--- src/rtl/seg7_pkg.sv ---
// Shared constants for the seven-segment loopback monitor: the active-low
// digit patterns (identical to the display driver's encoding) and the
// one-hot digit strobes, plus small helpers for the strobe.
package seg7_pkg;

    // Full 8-bit active-low patterns, decimal point (bit 0) off.
    localparam logic [7:0] ZERO  = 8'h03;
    localparam logic [7:0] ONE   = 8'h9F;
    localparam logic [7:0] TWO   = 8'h25;
    localparam logic [7:0] THREE = 8'h0D;
    localparam logic [7:0] FOUR  = 8'h99;
    localparam logic [7:0] FIVE  = 8'h49;
    localparam logic [7:0] SIX   = 8'h41;
    localparam logic [7:0] SEVEN = 8'h1F;
    localparam logic [7:0] EIGHT = 8'h01;
    localparam logic [7:0] NINE  = 8'h09;

    localparam logic [3:0] DIGIT_ONES      = 4'b0001;
    localparam logic [3:0] DIGIT_TENS      = 4'b0010;
    localparam logic [3:0] DIGIT_HUNDREDS  = 4'b0100;
    localparam logic [3:0] DIGIT_THOUSANDS = 4'b1000;

    // True when exactly one strobe line is active.
    function automatic logic is_onehot4(input logic [3:0] d);
        case (d)
            DIGIT_ONES, DIGIT_TENS, DIGIT_HUNDREDS, DIGIT_THOUSANDS: return 1'b1;
            default: return 1'b0;
        endcase
    endfunction

    // Nibble position of a one-hot strobe; meaningless for other values.
    function automatic logic [1:0] digit_index(input logic [3:0] d);
        case (d)
            DIGIT_TENS:      return 2'd1;
            DIGIT_HUNDREDS:  return 2'd2;
            DIGIT_THOUSANDS: return 2'd3;
            default:         return 2'd0;
        endcase
    endfunction

endpackage

--- src/rtl/seg7_pattern_decode.sv ---
// Combinational inverse of the display driver's segment encoder: maps the
// seven segment lines back to a BCD nibble and flags unknown patterns.
module seg7_pattern_decode
    import seg7_pkg::*;
(
    input  logic [6:0] i_pattern,
    output logic [3:0] o_nibble,
    output logic       o_ok
);

    logic [7:0] w_full;

    // Rebuild the 8-bit form so the table compares against the shared constants.
    assign w_full = {i_pattern, 1'b1};

    // Table lookup; anything outside the ten digits is reported as not ok.
    always_comb begin
        // NOTE: defaults first so every path assigns both outputs and no latch is inferred.
        o_nibble = 4'd0;
        o_ok     = 1'b1;
        case (w_full)
            ZERO:    o_nibble = 4'd0;
            ONE:     o_nibble = 4'd1;
            TWO:     o_nibble = 4'd2;
            THREE:   o_nibble = 4'd3;
            FOUR:    o_nibble = 4'd4;
            FIVE:    o_nibble = 4'd5;
            SIX:     o_nibble = 4'd6;
            SEVEN:   o_nibble = 4'd7;
            EIGHT:   o_nibble = 4'd8;
            NINE:    o_nibble = 4'd9;
            default: o_ok     = 1'b0;
        endcase
    end

endmodule

--- src/rtl/seg7_capture.sv ---
// Receive-side monitor for the multiplexed 4-digit seven-segment bus.
// Samples each settled digit strobe, decodes it back to BCD, assembles a
// 16-bit frame, and flags bad strobes, unknown patterns and a stalled scan.
// SETTLE_CYCLES must be at least 2 and below TIMEOUT_CYCLES.
module seg7_capture
    import seg7_pkg::*;
#(
    parameter int SETTLE_CYCLES  = 1000,
    parameter int TIMEOUT_CYCLES = 200_000
) (
    input  logic        clk_50MHz,
    input  logic        reset_button,
    input  logic [7:0]  seg,
    input  logic [3:0]  digit,
    output logic [15:0] bcd,
    output logic        valid,
    output logic        err_pattern,
    output logic        err_digit,
    output logic        stale
);

    localparam int SETTLE_W = $clog2(SETTLE_CYCLES);
    localparam int STALL_W  = $clog2(TIMEOUT_CYCLES);
    localparam logic [SETTLE_W-1:0] SETTLE_LAST = SETTLE_W'(SETTLE_CYCLES - 1);
    localparam logic [SETTLE_W-1:0] SETTLE_FIRE = SETTLE_W'(SETTLE_CYCLES - 2);
    localparam logic [STALL_W-1:0]  STALL_LAST  = STALL_W'(TIMEOUT_CYCLES - 1);
    localparam logic [STALL_W-1:0]  STALL_FIRE  = STALL_W'(TIMEOUT_CYCLES - 2);

    logic [7:0]          r_seg, r_seg_prev;
    logic [3:0]          r_digit, r_digit_prev;
    logic [SETTLE_W-1:0] r_settle;
    logic [STALL_W-1:0]  r_stall;
    logic [3:0]          r_seen;
    logic [15:0]         r_shadow;
    logic [15:0]         r_bcd;
    logic                r_valid, r_err_pattern, r_err_digit, r_stale;

    logic       w_bus_changed, w_digit_changed;
    logic       w_sample, w_timeout;
    logic       w_digit_ok, w_pattern_ok, w_write;
    logic [1:0] w_idx;
    logic [3:0] w_nibble;
    logic       w_frame_done, w_stall_drop;
    logic [3:0] w_seen_upd;

    seg7_pattern_decode u_decode (
        .i_pattern (r_seg[7:1]),
        .o_nibble  (w_nibble),
        .o_ok      (w_pattern_ok)
    );

    assign w_bus_changed   = (r_seg != r_seg_prev) || (r_digit != r_digit_prev);
    assign w_digit_changed = (r_digit != r_digit_prev);
    // Fire on the transition into the saturated value, so once per dwell.
    assign w_sample        = !w_bus_changed && (r_settle == SETTLE_FIRE);
    assign w_timeout       = !w_digit_changed && (r_stall == STALL_FIRE);
    assign w_digit_ok      = is_onehot4(r_digit);
    assign w_idx           = digit_index(r_digit);
    assign w_write         = w_sample && w_digit_ok && w_pattern_ok;
    assign w_frame_done    = (r_seen == 4'b1111);
    // A one-hot strobe is already the seen mask for its digit.
    assign w_seen_upd      = (w_frame_done ? 4'b0000 : r_seen) | (w_write ? r_digit : 4'b0000);
    // A sample that fills the frame, or a frame being handed out, beats the stall.
    assign w_stall_drop    = w_timeout && !w_frame_done && (w_seen_upd != 4'b1111);

    // Register the pins once and keep the previous copy for change detection.
    always_ff @(posedge clk_50MHz or posedge reset_button) begin
        if (reset_button) begin
            r_seg        <= 8'h00;
            r_digit      <= 4'h0;
            r_seg_prev   <= 8'h00;
            r_digit_prev <= 4'h0;
        end else begin
            // NOTE: non-blocking so every register samples the pre-edge values.
            r_seg        <= seg;
            r_digit      <= digit;
            r_seg_prev   <= r_seg;
            r_digit_prev <= r_digit;
        end
    end

    // Settle counter (any bus change) and stall counter (strobe change), both saturating.
    always_ff @(posedge clk_50MHz or posedge reset_button) begin
        if (reset_button) begin
            r_settle <= '0;
            r_stall  <= '0;
        end else begin
            if (w_bus_changed)
                r_settle <= '0;
            else if (r_settle != SETTLE_LAST)
                r_settle <= r_settle + 1'b1;

            if (w_digit_changed)
                r_stall <= '0;
            else if (r_stall != STALL_LAST)
                r_stall <= r_stall + 1'b1;
        end
    end

    // Shadow nibbles and the seen mask; the newest sample of a digit wins.
    always_ff @(posedge clk_50MHz or posedge reset_button) begin
        if (reset_button) begin
            r_seen   <= 4'b0000;
            r_shadow <= 16'h0000;
        end else begin
            if (w_write)
                r_shadow[{w_idx, 2'b00} +: 4] <= w_nibble;
            r_seen <= w_stall_drop ? 4'b0000 : w_seen_upd;
        end
    end

    // Frame hand-off, sticky error flags and the stall indicator.
    always_ff @(posedge clk_50MHz or posedge reset_button) begin
        if (reset_button) begin
            r_bcd         <= 16'h0000;
            r_valid       <= 1'b0;
            r_err_pattern <= 1'b0;
            r_err_digit   <= 1'b0;
            r_stale       <= 1'b0;
        end else begin
            r_valid <= w_frame_done;
            if (w_frame_done)
                r_bcd <= r_shadow;

            if (w_sample && !w_pattern_ok)
                r_err_pattern <= 1'b1;
            if (w_sample && !w_digit_ok)
                r_err_digit <= 1'b1;

            if (w_frame_done)
                r_stale <= 1'b0;
            else if (w_stall_drop)
                r_stale <= 1'b1;
        end
    end

    assign bcd         = r_bcd;
    assign valid       = r_valid;
    assign err_pattern = r_err_pattern;
    assign err_digit   = r_err_digit;
    assign stale       = r_stale;

endmodule

--- config.mk ---
export PLATFORM = sky130hd
export DESIGN_NAME = seg7_capture
export DESIGN_NICKNAME = d
export VERILOG_FILES = /design/src/rtl/seg7_pkg.sv /design/src/rtl/seg7_pattern_decode.sv /design/src/rtl/seg7_capture.sv
export SDC_FILE = /design/constraint.sdc
export NUM_CORES = 1
export LEC_CHECK = 0
export BUFFER_PORTS_ARGS = -buffer_cell sky130_fd_sc_hd__buf_2
export CORE_MARGIN = 2
export CORE_UTILIZATION = 45
export CTS_BUF_LIST = sky130_fd_sc_hd__clkbuf_4
export DETAILED_ROUTE_END_ITERATION = 10
export HOLD_SLACK_MARGIN = 0.02
export SETUP_SLACK_MARGIN = 0.15
export SLEW_MARGIN = 25
export SYNTH_ARGS = -nofsm -noshare
export SYNTH_HDL_FRONTEND = slang
export SYNTH_SLANG_ARGS = --single-unit
--- constraint.sdc ---
create_clock -name clk_50MHz -period 5.9 [get_ports clk_50MHz]
set_input_delay 0.295 -clock clk_50MHz [delete_from_list [all_inputs] [get_ports clk_50MHz]]
set_output_delay 0.295 -clock clk_50MHz [all_outputs]
set_load 0.02 [all_outputs]
== Word-level counts from Yosys, hierarchy flattened ==
Cells that the tools add are included.

* Bits in registers: 92
* Input port bits: 14
* Output and inout bits: 20
* Logic and storage cells: 74

* $add $sub $neg: 3
* Eq/ne operators: 21
* Shifts and indexed selects: 2
* Muxes and demuxes: 14
* Bitwise operators: 1
* Reduce and logical (&&, ||, !) cells: 20

{| class="wikitable"
|+ Operators by type and width
! operator !! number
|-
| 18-bit two-way mux || 2
|-
| 4-bit case mux with 9 select lines || 1
|-
| 10-bit two-way mux || 2
|-
| 18-bit by 1-bit adder with 18-bit output, second input constant || 1
|-
| 18-bit == test, second input constant || 1
|-
| 18-bit != test, second input constant || 1
|-
| 16-bit bitwise mux || 1
|-
| 4-bit by 6-bit variable shift with 16-bit output, first input constant || 1
|-
| 4-bit by 6-bit indexed part select with 16-bit output || 1
|-
| 7-bit by 3-bit == test with 1-bit output, second input constant || 2
|-
| 7-bit by 6-bit == test with 1-bit output, second input constant || 2
|-
| 7-bit == test, second input constant || 2
|-
| 4-bit two-way mux || 3
|-
| 10-bit by 1-bit adder with 10-bit output, second input constant || 1
|-
| 10-bit == test, second input constant || 1
|-
| 10-bit != test, second input constant || 1
|-
| 10-bit OR reduction || 1
|-
| 4-bit == test, second input constant || 2
|-
| 1-bit logical AND || 8
|-
| 8-bit != test || 1
|-
| 7-bit by 1-bit == test with 1-bit output, second input constant || 1
|-
| 7-bit by 4-bit == test with 1-bit output, second input constant || 1
|-
| 7-bit by 5-bit == test with 1-bit output, second input constant || 1
|-
| 7-bit logical NOT || 1
|-
| other kinds (13) || 22
|}

== Logic depth before layout (Yosys ltp) ==
Gate-level depths: netlist of run 1.

* Depth in word-level cells: 12
* Mapped depth: 8

== Modules after synthesis ==
Synthesis of run 1 repeated with hierarchy kept, for this count alone.

* Cells, all modules: 395
* Area total of the unflattened synthesis: 4310.4 sq um

{| class="wikitable"
|+ By module, submodules not included
! module !! instances !! cells an instance !! area an instance (sq um)
|-
| seg7_capture || 1 || 371 || 4127.7
|-
| seg7_pattern_decode || 1 || 24 || 182.7
|}

== Worst setup path after synthesis of run 1 ==
No wires, ideal clock.

* Path type: register to register
* Start: reg r_seg[4]
* End: reg r_stale, in the netlist stale
* Arrival time: 2.224 ns
* Required time: 5.776 ns
* Slack: 3.552 ns
* Cell stages (with the launch flop): 8
* Buffers on the path: 1
* Cells stage by stage: dfrtp_1 buf_6 or3_4 or4_4 o2111a_2 nor4b_2 o22ai_1 a211o_1

* Cells in the longest elaborated chain, start to end: 11
* Elaborated cells between the ends (all ways): 23
* Those cells by class: 11 x eq/ne; 2 x mux; 1 x bitwise; 9 x reduce/logical

{| class="wikitable"
|+ RTL lines
! what !! line !! text
|-
| start: declaration || seg7_capture.sv:29 || <nowiki>logic [7:0] r_seg, r_seg_prev;</nowiki>
|-
| start signal: assignment || seg7_capture.sv:75 || <nowiki>r_seg <= seg;</nowiki>
|-
| branches (longest 5 deep; another with 10-bit OR reduction) || n/a ||
|-
| 1-bit logical AND * || seg7_capture.sv:59 || <nowiki>assign w_write = w_sample && w_digit_ok && w_pattern_ok;</nowiki>
|-
| 4-bit two-way mux * || seg7_capture.sv:62 || <nowiki>assign w_seen_upd = (w_frame_done ? 4'b0000 : r_seen) | (w_write ? r_digit : 4'b0000);</nowiki>
|-
| 4-bit bitwise OR * || seg7_capture.sv:62 ||
|-
| 4-bit != test * || seg7_capture.sv:64 || <nowiki>assign w_stall_drop = w_timeout && !w_frame_done && (w_seen_upd != 4'b1111);</nowiki>
|-
| 1-bit logical AND * || seg7_capture.sv:64 ||
|-
| 2-bit nonzero test (no line) * || n/a ||
|-
| end signal: assignment || seg7_capture.sv:119 || <nowiki>r_stale <= 1'b0;</nowiki>
|-
| end signal: assignment || seg7_capture.sv:131 || <nowiki>r_stale <= 1'b0;</nowiki>
|-
| end signal: assignment || seg7_capture.sv:133 || <nowiki>r_stale <= 1'b1;</nowiki>
|-
| end: declaration || seg7_capture.sv:36 || <nowiki>logic r_valid, r_err_pattern, r_err_digit, r_stale;</nowiki>
|}

Every way passes the cells marked *.
A chain may end at the register's enable or synchronous reset.

== Worst setup path in the final report of run 1 ==
* Start: reg r_digit[3]
* End: reg r_seen[0]

* Cells in the longest elaborated chain, start to end: 11
* Elaborated cells between the ends (all ways): 20
* Those cells by class: 6 x eq/ne; 3 x mux; 1 x bitwise; 10 x reduce/logical

{| class="wikitable"
|+ RTL lines
! what !! line !! text
|-
| start: declaration || seg7_capture.sv:30 || <nowiki>logic [3:0] r_digit, r_digit_prev;</nowiki>
|-
| start signal: assignment || seg7_capture.sv:76 || <nowiki>r_digit <= digit;</nowiki>
|-
| branches (longest 10 deep; another with 4-bit == test) || n/a ||
|-
| 4-bit two-way mux * || seg7_capture.sv:108 || <nowiki>r_seen <= w_stall_drop ? 4'b0000 : w_seen_upd;</nowiki>
|-
| end signal: assignment || seg7_capture.sv:108 ||
|-
| end: declaration || seg7_capture.sv:33 || <nowiki>logic [3:0] r_seen;</nowiki>
|}

Marks and branches as above.

==> run_results.csv, run 1 <==
group,metric,value,unit
status,status,"finished clean",
grt,grt_pass1_vias,2808,
synth,synth_common_cells,"dfrtp_1, nand2_1, nor2_1",
synth,synth_area_leaders,"dfrtp_1, nand2_1, xor2_1",
grt,grt_pass1_wl,13500,um
sta,period_needed,3.15,ns
synth,yosys.area.top_type,"dfrtp_1",
sta,hold_viol_final,0,
sta,skew,0.0224,ns
sta,timing.final.max_slew_violations,0,
critical_path,crit_type,"reg -> reg",
floorplanning,placementRows,35,
routing,wirelength,7690,um
critical_path,required,6.26,ns
routing,first_pass_iters,4,
routing,drt_iter0_markers,137,
hold_path,hold_end,"r_seg_prev[0]$_DFF_PP0_",
grt,grt_max_degree,54,
critical_path,critPathMaxStageDelay,0.75,ns
critical_path,cp_slowest_cell,"nand4_1",
synth,synth.most_common_cell,"dfrtp_1",
floorplanning,io_pins,34,
clock_network,clock-root-buffer,"clkbuf_4",
clock_network,postCtsHoldBufs,13,
sta,setup-tns-final,0,ns
hold_path,min_path_type,"reg -> reg",
sta,timing.fmax,0.317,GHz
clock_network,cts_max_level,3,
layout,diodes,0,
critical_path,cp-start-kind,"flop",
placement,dp_hpwl,5220,um
synth,async_flop_share,100,%
clock_network,post_cts_buffers,0,
synth,ys_seq_area_share,55.5,%
synth,synth-seq-cells,92,
power,ir_worst_vdd,0.137,mV
critical_path,crit_chain,"xnor2_1 > nand4_1 > nand3b_1 > nor4b_1 > a22oi_1 > nor3_1",
placement,post-place-ws,2.79,ns
critical_path,endpoint_kind,"flop",
synth,avgSynthCellArea,10.4,sq um
synth,synth_ff_type,"dfrtp_1",
power,power_density,240,nW/um^2
routing,via_per_inst,5.23,
hold_path,hold_path.startpoint,"r_seg[0]$_DFF_PP0_",
floorplanning,core-area,9060,sq um
synth,syn_nets,420,
layout,drive_gt1_share,17.6,%
routing,drc,0,
clock_network,clock_sinks,92,
critical_path,reg2reg_setup_slack,2.75,ns
clock_network,clk-insertion-delay-late,0.44,ns
sta,setup_ws,2.75,ns
synth,synthCells,397,
synth,yosys.area.top_type_share,55.5,%
routing,antenna_left,0,
clock_network,clk_pin_slew_worst_paths,0.13,ns
floorplanning,die_y,100,um
hold_path,hold_depth,0,
clock_network,cts_tree,"done",
clock_network,ctsResizeCount,0,
routing,wire_per_inst,13.8,um
synth,synthesis.area,4150,sq um
clock_network,numCtsBuffers,9,
sta,tightest_slew,0.946,ns
sta,slew_headroom,36.8,%
floorplanning,start_util,45.7,%
critical_path,regToRegStartpoint,"r_digit[3]$_DFF_PP0_",
synth,synth_cell_type_count,47,
critical_path,r2r-end,"r_seen[0]$_DFF_PP0_",
sta,period_share,53.5,%
critical_path,cp_max_fo,23,
power,power_leakage,2.21,nW
clock_network,clock_path_buffers,2,
grt,grt_overflow,0,
placement,gp_congestion,0.801,
critical_path,r2r_cells,6,
sta,rsz0062_at_grt,"false",
grt,antenna_found_initial,0,
flow_run,cap_violations,0,
floorplanning,fp.dieArea,10000,sq um
synth,yosysWarnings,0,
floorplanning,die_w,100,um
grt,globalRouteTotalUtil,17.1,%
layout,nets,466,
critical_path,cp.arrival,3.51,ns
layout,syn_to_final_growth,14.1,%
placement,io_buffers,33,
sta,setup_viol,0,
routing,vias,2925,
synth,synth_edf_count,0,
## state kept, by name (all words and copies together), names as in the netlist
register and flops:
r_stall 18, bcd 16, r_shadow 16, r_settle 10
r_seg 8, r_seg_prev 8, r_digit 4, r_digit_prev 4
r_seen 4, err_digit 1, err_pattern 1, stale 1
valid 1
## cells in the final DEF (no fill, tap or decap), types with 2 or more instances in the layout
cell | synthesis | routed
dlygate4sd3_1 | 0 | 13
and4_1 | 2 | 2
or3_1 | 10 | 10
nand2b_1 | 2 | 2
inv_1 | 7 | 6
a21oi_1 | 11 | 11
nor4_1 | 5 | 5
nand2_1 | 70 | 70
dfrtp_1 | 92 | 92
xnor2_1 | 11 | 11
a211oi_1 | 4 | 4
nor4b_1 | 5 | 5
xor2_1 | 22 | 22
and4b_1 | 2 | 2
nor4b_2 | 2 | 2
clkbuf_4 | 0 | 12
bufinv_16 | 0 | 3
nand4_1 | 7 | 7
buf_2 | 0 | 33
nand3_1 | 11 | 11
or2_2 | 3 | 3
mux2_2 | 16 | 16
nor3_1 | 8 | 8
a31oi_1 | 3 | 3
nor2_1 | 49 | 49
ha_1 | 9 | 9
nand3b_1 | 4 | 4
o21ai_0 | 5 | 5
a21o_1 | 2 | 2
nor2b_1 | 2 | 2
buf_4 | 0 | 3
a22oi_1 | 2 | 2
## layout make-up
type / instances / area [sq um]
fillers: 801 / 4330
flip-flops and latches: 92 / 2300
multi-input cells: 283 / 1750
repair buffers: 49 / 318
well taps: 111 / 139
clock inverters: 4 / 97.6
clock buffers: 12 / 90.1
inverters: 8 / 31.3
## through the flow
step | std cells | total power [W] | hold WS, ns | cell area, sq um | utilization (%)
final | 559 | 0.00114 | 0.414 | 4730 | 52.2
after global routing | 559 | 0.00119 | 0.421 | 4730 | 52.2
after CTS | 559 | 0.00115 | 0.416 | 4730 | 52.2
after detailed placement | 530 | 0.000711 | 0.387 | 4410 | 48.7
after global placement | 530 | 0.000710 | 0.390 | 4410 | 48.7
after floorplan | 397 | 0.000696 | 0.326 | 4150 | -
## how the worst max path moves through the flow
stage / depth (start not counted) / to / startpoint
floorplan: 1 / bcd[0]$_DFFE_PP0P_ / reset_button
global placement: 6 / r_seen[0]$_DFF_PP0_ / r_digit[3]$_DFF_PP0_
detailed placement: 6 / r_seen[0]$_DFF_PP0_ / r_digit[3]$_DFF_PP0_
CTS: 6 / r_seen[0]$_DFF_PP0_ / r_digit[3]$_DFF_PP0_
global route: 6 / r_seen[3]$_DFF_PP0_ / r_digit[3]$_DFF_PP0_
finish: 6 / r_seen[0]$_DFF_PP0_ / r_digit[3]$_DFF_PP0_
## cells by family (layout without fill, tap and decap cells)
family / Yosys count / count (layout) / synth area share, %
DFF: 92 / 92 / 55.5
AOI/OAI and AO/OA: 34 / 34 / 5.28
adders and majority gates: 9 / 9 / 2.72
muxes: 16 / 16 / 4.35
and+or+nand+nor: 191 / 191 / 23.0
xor gates and xnor gates: 33 / 33 / 6.97
buffers and inverters: 22 / 73 / 2.17
## metal layers
metal	global-route usage [%]	vias to the layer above	part of all wire (%)
met1	24.4	1435	50
met5	0	-	0
met4	5.16	0	0.98
met3	4.81	7	3.8
met2	25.6	44	45
li1	-	1439	-
## where the power goes
| part | internal [W] | switching, W |
|---|---|---|
| Clock | 0.000229 | 0.000203 |
| Sequential | 0.000639 | 0.0000121 |
| Combinational | 0.0000222 | 0.0000302 |
## worst max-delay path: cells and delay by family, from the launching register on
family                    cells  cell delay (ns)
xor gates and xnor gates      1             0.16
DFF                           1             0.56
AOI/OAI and AO/OA             1             0.12
and+or+nand+nor               4             2.23
No activity file was read; power rests on OpenSTA's default activity.
==> inputs of run 2 (changes only) <==
Settings changed: ABC_AREA from default to 1.
Clock period 5.9 ns to 3.2 ns, I/O delays scaled along.
==> run 2 against run 1 <==
Sequential power increased by 83%; highest routed layer unchanged; wire length increased by 3.3%; maximum frequency increased by 37%; synthesized cell count increased by 25%; largest power group unchanged; worst setup slack got worse by 1.8 ns; clock power increased by 85%; register-to-register slack got worse by 1.8 ns; die area increased by 3.9%; non-clock buffer count decreased by 1; critical endpoint is now r_shadow[7]$_DFFE_PP0P_.
==> run_results.csv, run 2 <==
group,metric,value,unit
status,status,"finished clean",
clock_network,ctsResizeCount,0,
synth,synth-seq-cells,92,
placement,io_buffers,33,
layout,layout_commonest_cell,"nand2_1",
floorplanning,io_pins,34,
grt,grt_overflow,0,
clock_network,post_cts_buffers,0,
floorplanning,die_y,102,um
routing,met2_length,3490,um
synth,synth_common_cells,"nand2_1, dfrtp_1, inv_1",
critical_path,cp_top_family,"simple AND/OR/NAND/NOR gates",
synth,synth-compound-area-share,7.95,%
grt,globalRouteTotalUtil,17.5,%
flow_run,cap_violations,0,
synth,synth.area.mux_share,0.232,%
grt,grt_max_degree,53,
synth,yosys.area.top_type,"dfrtp_1",
sta,tightest_slew,0.720,ns
clock_network,clk-insertion-delay-late,0.43,ns
layout,largest_reg_flops,18,
sta,setup-tns-final,0,ns
clock_network,cts_tree,"done",
sta,slew_headroom,52.0,%
layout,layout_common_cells,"nand2_1, dfrtp_1, inv_1",
critical_path,cp.arrival,2.66,ns
synth,synth_ff_type,"dfrtp_1",
power,ir_worst_vdd,0.216,mV
synth,synth.most_common_cell,"nand2_1",
layout,nets,575,
synth,async_flop_share,100,%
critical_path,path_buf_inv,1,
layout,top_register,"r_stall",
layout,syn_to_final_growth,15.1,%
floorplanning,core-area,9280,sq um
critical_path,crit_chain,"nor2_1 > inv_1 > nor3b_1 > a31oi_1 > ha_1 > nor4_1 > nand2_1 > o22ai_1",
clock_network,clock_sinks,92,
synth,synthAdderAreaFrac,2.61,%
routing,antenna_left,0,
grt,grt_pass1_wl,14400,um
synth,ys_seq_area_share,53.4,%
grt,grt_pass1_vias,3208,
sta,timing.fmax,0.435,GHz
routing,met1_length,4110,um
sta,period_share,71.8,%
sta,period_needed,2.30,ns
critical_path,endpoint_kind,"flop",
placement,dp_hpwl,5800,um
routing,wire_per_inst,11.6,um
clock_network,clock_path_buffers,2,
synth,yosys.area.top_type_share,53.4,%
sta,timing.final.max_slew_violations,0,
synth,synth_cell_type_count,40,
floorplanning,fp.dieArea,10400,sq um
sta,skew,0.0154,ns
clock_network,numCtsBuffers,9,
routing,drt_iter0_markers,156,
clock_network,clk_pin_slew_worst_paths,0.14,ns
layout,final_util,53.5,%
synth,synthesis.area,4310,sq um
routing,wirelength,7940,um
sta,setup_viol,0,
sta,rsz0062_at_grt,"false",
hold_path,min_path_type,"in -> async",
layout,diodes,0,
routing,met3_length,214,um
routing,via_per_inst,4.79,
placement,gp_congestion,0.865,
power,power_leakage,2.39,nW
clock_network,cts_max_level,3,
layout,drive_gt1_share,14.4,%
synth,syn_nets,521,
routing,top_layer,"met4",
synth,avgSynthCellArea,8.66,sq um
synth,yosysWarnings,0,
synth,synth_edf_count,0,
synth,synthCells,498,
floorplanning,die_w,102,um
critical_path,critPathMaxStageDelay,0.52,ns
critical_path,cp-start-kind,"flop",
critical_path,required,3.56,ns
critical_path,crit_type,"reg -> reg",
critical_path,cp_max_fo,7,
synth,synth_top_family_by_area,"simple AND/OR/NAND/NOR gates",
clock_network,postCtsHoldBufs,13,
floorplanning,placementRows,35,
power,power_density,425,nW/um^2
grt,antenna_found_initial,0,
synth,yosys.area_share.simple,25.9,%
floorplanning,start_util,46.4,%
critical_path,cp_slowest_cell,"nor4_1",
sta,hold_viol_final,0,
routing,drc,0,
routing,first_pass_iters,4,
synth,synth_xor_area_share,2.64,%
synth,synth_area_leaders,"dfrtp_1, nand2_1, inv_1",
routing,vias,3283,
clock_network,clock-root-buffer,"clkbuf_4",
run 2: changes by cell type in the layout (fill, tap and decap cells not counted), moves of 7 or more:
cell / change
inv_1: +67
nand2_1: +59
nor3_1: +10
mux2_2: -16
or3_1: -10
nor2_2: +7
nor2_1: -9
o21ai_1: +7
o22ai_1: +8
xor2_1: -16
o21ai_0: +12
run 2: report_power, final:
group          switching [W]  internal [W]
logic              0.0000731     0.0000425
clock network       0.000393      0.000406
registers          0.0000154       0.00118
run 2: through the flow:
step                      power [W]  instances  setup WS (ns)  instance area (sq um)  hold slack [ns]
after floorplan             0.00129        498          0.648                   4310            0.191
after global placement      0.00132        657          0.996                   4650            0.268
after detailed placement    0.00132        657          0.964                   4650            0.269
after CTS                   0.00215        686          0.897                   4960            0.309
after global routing        0.00221        686          0.666                   4960            0.317
final                       0.00211        686          0.903                   4960            0.346
run 2: path summary, 6_finish.rpt:
check                           slack (ns)                      end  cells after the start                  from
worst min-delay path                  0.35      bcd[15]$_DFFE_PP0P_                      3          reset_button
worst max-delay path                  0.90  r_shadow[7]$_DFFE_PP0P_                      8  r_digit[1]$_DFF_PP0_
min in group clk_50MHz                0.35       r_seg[1]$_DFF_PP0_                      2                seg[1]
worst min register to register        0.42  r_seg_prev[0]$_DFF_PP0_                      0    r_seg[0]$_DFF_PP0_
max in group asynchronous             2.14  r_seg_prev[5]$_DFF_PP0_                      4          reset_button
worst max register to register        0.90  r_shadow[7]$_DFFE_PP0P_                      8  r_digit[1]$_DFF_PP0_
run 2: worst min-delay path: stages:
cell and delay (ns):
dlygate4sd3_1 0.53, buf_2 0.13, clkinv_2 0.48
run 2: area by class of cell:
class / count / area, sq um
fillers: 919 / 4320
flip-flops and latches: 92 / 2300
multi-input cells: 323 / 1690
repair buffers: 48 / 323
inverters: 78 / 297
well taps: 129 / 161
clock inverters: 6 / 111
clock buffers: 10 / 75.1
run 2: cells by family after synthesis:
family | after synthesis
buffers and inverters | 83
xor gates and xnor gates | 13
DFF | 92
AOI/OAI and AO/OA | 59
and+or+nand+nor | 241
adders and majority gates | 9
muxes | 1
run 2: layer usage:
layer | up-vias | track usage (%)
met4 | 0 | 7.08
li1 | 1695 | -
met2 | 48 | 26.6
met5 | - | 0
met3 | 12 | 3.01
met1 | 1528 | 25.0
